$ cat src/rtl/vram_rect_writer.sv
// vram_rect_writer: rectangle-fill engine for VRAM write port A.
// It accepts one fill command at a time over cmd_valid/cmd_ready and then
// writes one pixel per clock in row-major order.
// Optional feature macro: VRAM_WR_CLIP_EN. When it is defined, pixels that
// fall outside the H_RES x V_RES frame are suppressed (vram_we=0), but their
// cycle is still used, so command timing is the same with or without it.
module vram_rect_writer #(
  parameter int H_RES  = 640,
  parameter int V_RES  = 480,
  parameter int ADDR_W = 19,
  parameter int DATA_W = 12
) (
  input  logic              clk,
  input  logic              rst,
  input  logic              cmd_valid,
  output logic              cmd_ready,
  input  logic [9:0]        cmd_x,
  input  logic [8:0]        cmd_y,
  input  logic [9:0]        cmd_w,
  input  logic [8:0]        cmd_h,
  input  logic [DATA_W-1:0] cmd_color,
  output logic [ADDR_W-1:0] vram_addr,
  output logic [DATA_W-1:0] vram_din,
  output logic              vram_we,
  output logic              busy,
  output logic              done
);

  // Address math uses one extra bit so the sum cannot overflow before it
  // is truncated to the port width.
  localparam int AW1 = ADDR_W + 1;

`ifdef VRAM_WR_CLIP_EN
  localparam bit CLIP_EN = 1'b1;
`else
  localparam bit CLIP_EN = 1'b0;
`endif

  typedef enum logic [1:0] {
    ST_IDLE = 2'd0,
    ST_FILL = 2'd1,
    ST_DONE = 2'd2
  } state_t;

  state_t state;
  state_t next_state;

  // Command fields captured at the accept edge.
  logic [9:0]        x_q;
  logic [9:0]        x_d;
  logic [8:0]        y_q;
  logic [8:0]        y_d;
  logic [9:0]        w_q;
  logic [9:0]        w_d;
  logic [8:0]        h_q;
  logic [8:0]        h_d;
  logic [DATA_W-1:0] color_q;
  logic [DATA_W-1:0] color_d;

  // Walk position within the rectangle and the linear address of the
  // current row's column 0.
  logic [9:0]        cx;
  logic [9:0]        cx_d;
  logic [8:0]        cy;
  logic [8:0]        cy_d;
  logic [AW1-1:0]    row_base;
  logic [AW1-1:0]    row_base_d;

  logic              accept;
  logic              zero_size;
  logic              last_col;
  logic              last_row;
  logic              load_pixel;
  logic              done_d;

  logic [10:0]       pix_col;
  logic [9:0]        pix_row;
  logic [AW1-1:0]    pix_addr;
  logic              in_frame;

  logic [ADDR_W-1:0] addr_d;
  logic [DATA_W-1:0] din_d;
  logic              we_d;

  assign accept    = cmd_valid && cmd_ready;
  assign zero_size = (cmd_w == 10'd0) || (cmd_h == 9'd0);
  assign last_col  = (cx == (w_q - 10'd1));
  assign last_row  = (cy == (h_q - 9'd1));

  // State register; reset abandons any fill in progress.
  always_ff @(posedge clk) begin
    if (rst) begin
      state <= ST_IDLE;
    end else begin
      state <= next_state;
    end
  end

  // Next-state and walk control: latch the command, step columns, wrap rows.
  always_comb begin
    next_state = state;
    x_d        = x_q;
    y_d        = y_q;
    w_d        = w_q;
    h_d        = h_q;
    color_d    = color_q;
    cx_d       = cx;
    cy_d       = cy;
    row_base_d = row_base;
    load_pixel = 1'b0;
    done_d     = 1'b0;

    case (state)
      ST_IDLE: begin
        if (accept) begin
          x_d        = cmd_x;
          y_d        = cmd_y;
          w_d        = cmd_w;
          h_d        = cmd_h;
          color_d    = cmd_color;
          cx_d       = '0;
          cy_d       = '0;
          row_base_d = AW1'(AW1'(cmd_y) * AW1'(H_RES));
          if (zero_size) begin
            next_state = ST_DONE;
            done_d     = 1'b1;
          end else begin
            next_state = ST_FILL;
            load_pixel = 1'b1;
          end
        end
      end

      ST_FILL: begin
        if (last_col) begin
          if (last_row) begin
            next_state = ST_DONE;
            done_d     = 1'b1;
          end else begin
            cx_d       = '0;
            cy_d       = cy + 9'd1;
            row_base_d = row_base + AW1'(H_RES);
            load_pixel = 1'b1;
          end
        end else begin
          cx_d       = cx + 10'd1;
          load_pixel = 1'b1;
        end
      end

      ST_DONE: begin
        next_state = ST_IDLE;
      end

      default: begin
        next_state = ST_IDLE;
      end
    endcase
  end

  // Address and frame test of the pixel that will be presented next cycle.
  always_comb begin
    pix_col  = {1'b0, x_d} + {1'b0, cx_d};
    pix_row  = {1'b0, y_d} + {1'b0, cy_d};
    pix_addr = row_base_d + AW1'(pix_col);
    in_frame = !CLIP_EN ||
               ((pix_col < 11'(H_RES)) && (pix_row < 10'(V_RES)));
  end

  // Port A values for next cycle; address and data hold when idle.
  always_comb begin
    addr_d = vram_addr;
    din_d  = vram_din;
    we_d   = 1'b0;
    if (load_pixel) begin
      addr_d = ADDR_W'(pix_addr);
      din_d  = color_d;
      we_d   = in_frame;
    end
  end

  // Registered datapath and outputs, so nothing on cmd_* reaches vram_* combinationally.
  always_ff @(posedge clk) begin
    if (rst) begin
      x_q       <= '0;
      y_q       <= '0;
      w_q       <= '0;
      h_q       <= '0;
      color_q   <= '0;
      cx        <= '0;
      cy        <= '0;
      row_base  <= '0;
      cmd_ready <= 1'b0;
      busy      <= 1'b0;
      done      <= 1'b0;
      vram_we   <= 1'b0;
      vram_addr <= '0;
      vram_din  <= '0;
    end else begin
      x_q       <= x_d;
      y_q       <= y_d;
      w_q       <= w_d;
      h_q       <= h_d;
      color_q   <= color_d;
      cx        <= cx_d;
      cy        <= cy_d;
      row_base  <= row_base_d;
      cmd_ready <= (next_state == ST_IDLE);
      busy      <= (next_state == ST_FILL);
      done      <= done_d;
      vram_we   <= we_d;
      vram_addr <= addr_d;
      vram_din  <= din_d;
    end
  end

endmodule

$ cat config.mk
export PLATFORM = sky130hd
export DESIGN_NAME = vram_rect_writer
export DESIGN_NICKNAME = d
export VERILOG_FILES = /design/src/rtl/vram_rect_writer.sv
export SDC_FILE = /design/constraint.sdc
export NUM_CORES = 1
export LEC_CHECK = 0
export CORE_MARGIN = 2
export CORE_UTILIZATION = 40
export CTS_CLUSTER_DIAMETER = 30
export DETAILED_ROUTE_END_ITERATION = 12
export GPL_TIMING_DRIVEN = 0
export PLACE_DENSITY = 0.59
export SETUP_SLACK_MARGIN = 0.5
export SLEW_MARGIN = 20
export SYNTH_ARGS = -nofsm -noshare
export SYNTH_HDL_FRONTEND = slang
export SYNTH_SLANG_ARGS = --single-unit
$ cat constraint.sdc
create_clock -name clk -period 6.4 [get_ports clk]
set_clock_uncertainty 0.15 [all_clocks]
set_input_delay 0.64 -clock clk [delete_from_list [all_inputs] [get_ports clk]]
set_output_delay 0.64 -clock clk [all_outputs]
set_load 0.01 [all_outputs]
==> reports/metrics.cfg <==
[run_status]
status=complete, no violations

[detailed_routing]
route.met3.wl_um=932
wl_met1_mm=8.57
post_drt_wl_per_cell_um=16.9
vias=6130
drtIter0Drc=328
viasPerCell=5.43
routed_wl_mm=19.0
drc=0
wl_met2_mm=9.35
ant_nets=0
drtPass1Iterations=4
top_layer=met4

[timing]
period_needed_ns=5.65
rsz0062_at_grt=false
hold_violations=0
final_max_slew_viol_count=0
setup_ws_ns=0.752
max_slew.worst_pin.slew_ns=1.03
setup-violations-final=0
slew_headroom_pct=30.4
fin_crit_sh_pct=88.3
max_freq_ghz=0.177

[global_routing]
grt_max_degree=17
track_usage_pct=22.5
grt-ovfl-total=0
grt_pass1_vias=5945
grt_pass1_wl_mm=29.8
grt_antenna_before_repair=0

[logic_synthesis]
synth_edf_count=0
netlist_area_sq_um=6410
yosysWarnings=0
synthFlopType=dfxtp_1
ys_seq_area_share_pct=36.2
syn_inst=784
yosys_register_bits=116
avgSynthCellArea_sq_um=8.18
async_flop_share_pct=0
yosys.cell_types.count=67
synth_nets=878

[clocking]
cts_tree=built
h-tree-depth=4
cts_buffers=17
cts_buffer_depth=2
cts-root-buf=clkbuf_16
clk_pin_slew_ns=0.06
clock_sinks=116
clk_latency_ns=0.42

[placement]
place_congestion=0.826
hpwl_mm=14.3
place_inst=1086
dp_slack_ns=-0.985
port_buffers=86

[die]
coreArea_sq_um=15800
core.rowCount=46
die_area_sq_um=17100
fp.dieH_um=131
io-pin-count=88
initial_utilization_pct=40.6
dieWidth_um=131

[worst_setup_path]
cp_data_arrival_time_ns=5.81
cp-end-kind=register
worstPathMaxFanout=10
start_kind=register
crit_required_ns=6.57
crit_type=reg -> reg

[final_layout]
fin_cells=1129
antenna_cells=0
final_common_cell=dfxtp_1
mostFrequentLayoutCells=dfxtp_1, nand2_1, nor2_1, clkdlybuf4s50_1, a21oi_1
synthToLayoutAreaGrowth_pct=31.2
nets=994
layout-drive-gt1-share_pct=10.3

[power]
p_leak_uw=0.00333
power.density_nw_per_um2=349
vdd_ir_drop_max_mv=0.202

[flow_run]
maxCapViolCount=0

[worst_hold_path]
hold_path.class=reg -> reg

cell families after synthesis:
logic type                 Yosys count  synth area share, %
and+or+nand+nor                    317                 23.0
buffers and inverters               73                 4.37
adders and majority gates           41                 9.41
muxes                               15                 2.44
xor gates and xnor gates            40                 5.47
DFF                                116                 36.2
AOI/OAI and AO/OA                  182                 19.1
sequential cells by signal (all words and copies together) (netlist names):
name       cells
vram_we        1
w_q           10
done           1
vram_addr     19
vram_din      12
x_q           10
row_base      19
cx            10
h_q            9
busy           1
state          2
cmd_ready      1
cy             9
color_q       12
critical path: stages (launching register included):
cell and delay, ns:
dfxtp_2 0.36, inv_1 0.07, ha_2 0.21, nor2b_1 0.12, or3_1 0.34, a31oi_1 0.21
nand4_1 0.14, buf_4 0.17, o311ai_4 0.33, buf_6 0.19, nand2_2 0.13, o21ai_1 0.23
a21oi_2 0.11, fa_1 0.49, inv_1 0.04, ha_1 0.31, a21oi_2 0.07, nand2b_1 0.16
a21boi_2 0.19, o41a_1 0.20, and4_4 0.25, a2111oi_4 0.06, a211o_1 0.29, or4_1 0.47
a32o_1 0.25
cell usage after synthesis, types with 12 or more instances:
cell,n,share of area (%)
dfxtp_1,116,36
nand2_1,107,6.3
nor2_1,97,5.7
a21oi_1,62,4.8
inv_1,39,2.3
clkbuf_1,30,1.8
o21ai_0,30,2.3
ha_1,29,5.7
xnor2_1,26,3.6
nor3_1,23,1.8
nand3_1,21,1.6
xor2_1,14,1.9
a31oi_1,13,1.3
mux2i_1,13,2.0
fa_1,12,3.7
o22a_1,12,1.6
worst paths after layout:
kind,startpoint,endpoint,slack (ns),cells past startpoint
max,h_q[0],vram_addr[18],0.75,24
min,vram_addr[6],vram_addr[6],0.31,2
max reg2reg,h_q[0],vram_addr[18],0.75,24
min reg2reg,vram_addr[6],vram_addr[6],0.31,2
metrics by stage:
stage	TNS [ns]	utilization [%]	power (uW)	hold WS, ns	instance area [sq um]
after floorplan	0	-	1570	0.287	6410
after global placement	-4.51	47.8	1920	0.298	7540
after detailed placement	-5.14	47.8	1950	0.296	7540
after CTS	0	52.3	2900	0.306	8250
after global routing	0	53.3	3090	0.319	8410
final	0	53.3	2930	0.308	8410
layout make-up:
class / count / area (sq um)
Clock inverter: 13 / 124
Inverter: 39 / 146
Buffer: 34 / 160
Tap cell: 216 / 270
Multi-Input combinational cell: 595 / 3980
Fill cell: 1493 / 7360
Clock buffer: 19 / 453
Timing Repair Buffer: 97 / 943
Sequential cell: 116 / 2330
power breakdown:
part / internal [uW] / leakage (uW) / switching, uW
registers: 845 / 0.000949 / 91.1
logic: 454 / 0.00210 / 617
clock network: 558 / 0.000276 / 365
total: 1860 / 0.00333 / 1070
layer usage:
layer,GRT usage (%),vias to the layer above
li1,-,2991
met1,29.7,2967
met2,38.1,157
met3,3.71,15
met4,6.82,0
met5,0,-
timing repair:
item,CTS,global route
hold buffers,0,0
hold endpoints to repair,0,0
resized for setup,24,37
endpoints found under the setup margin,9,9
buffers inserted,5,6
pin swaps,7,9
No activity file was read; power rests on OpenSTA's default activity.
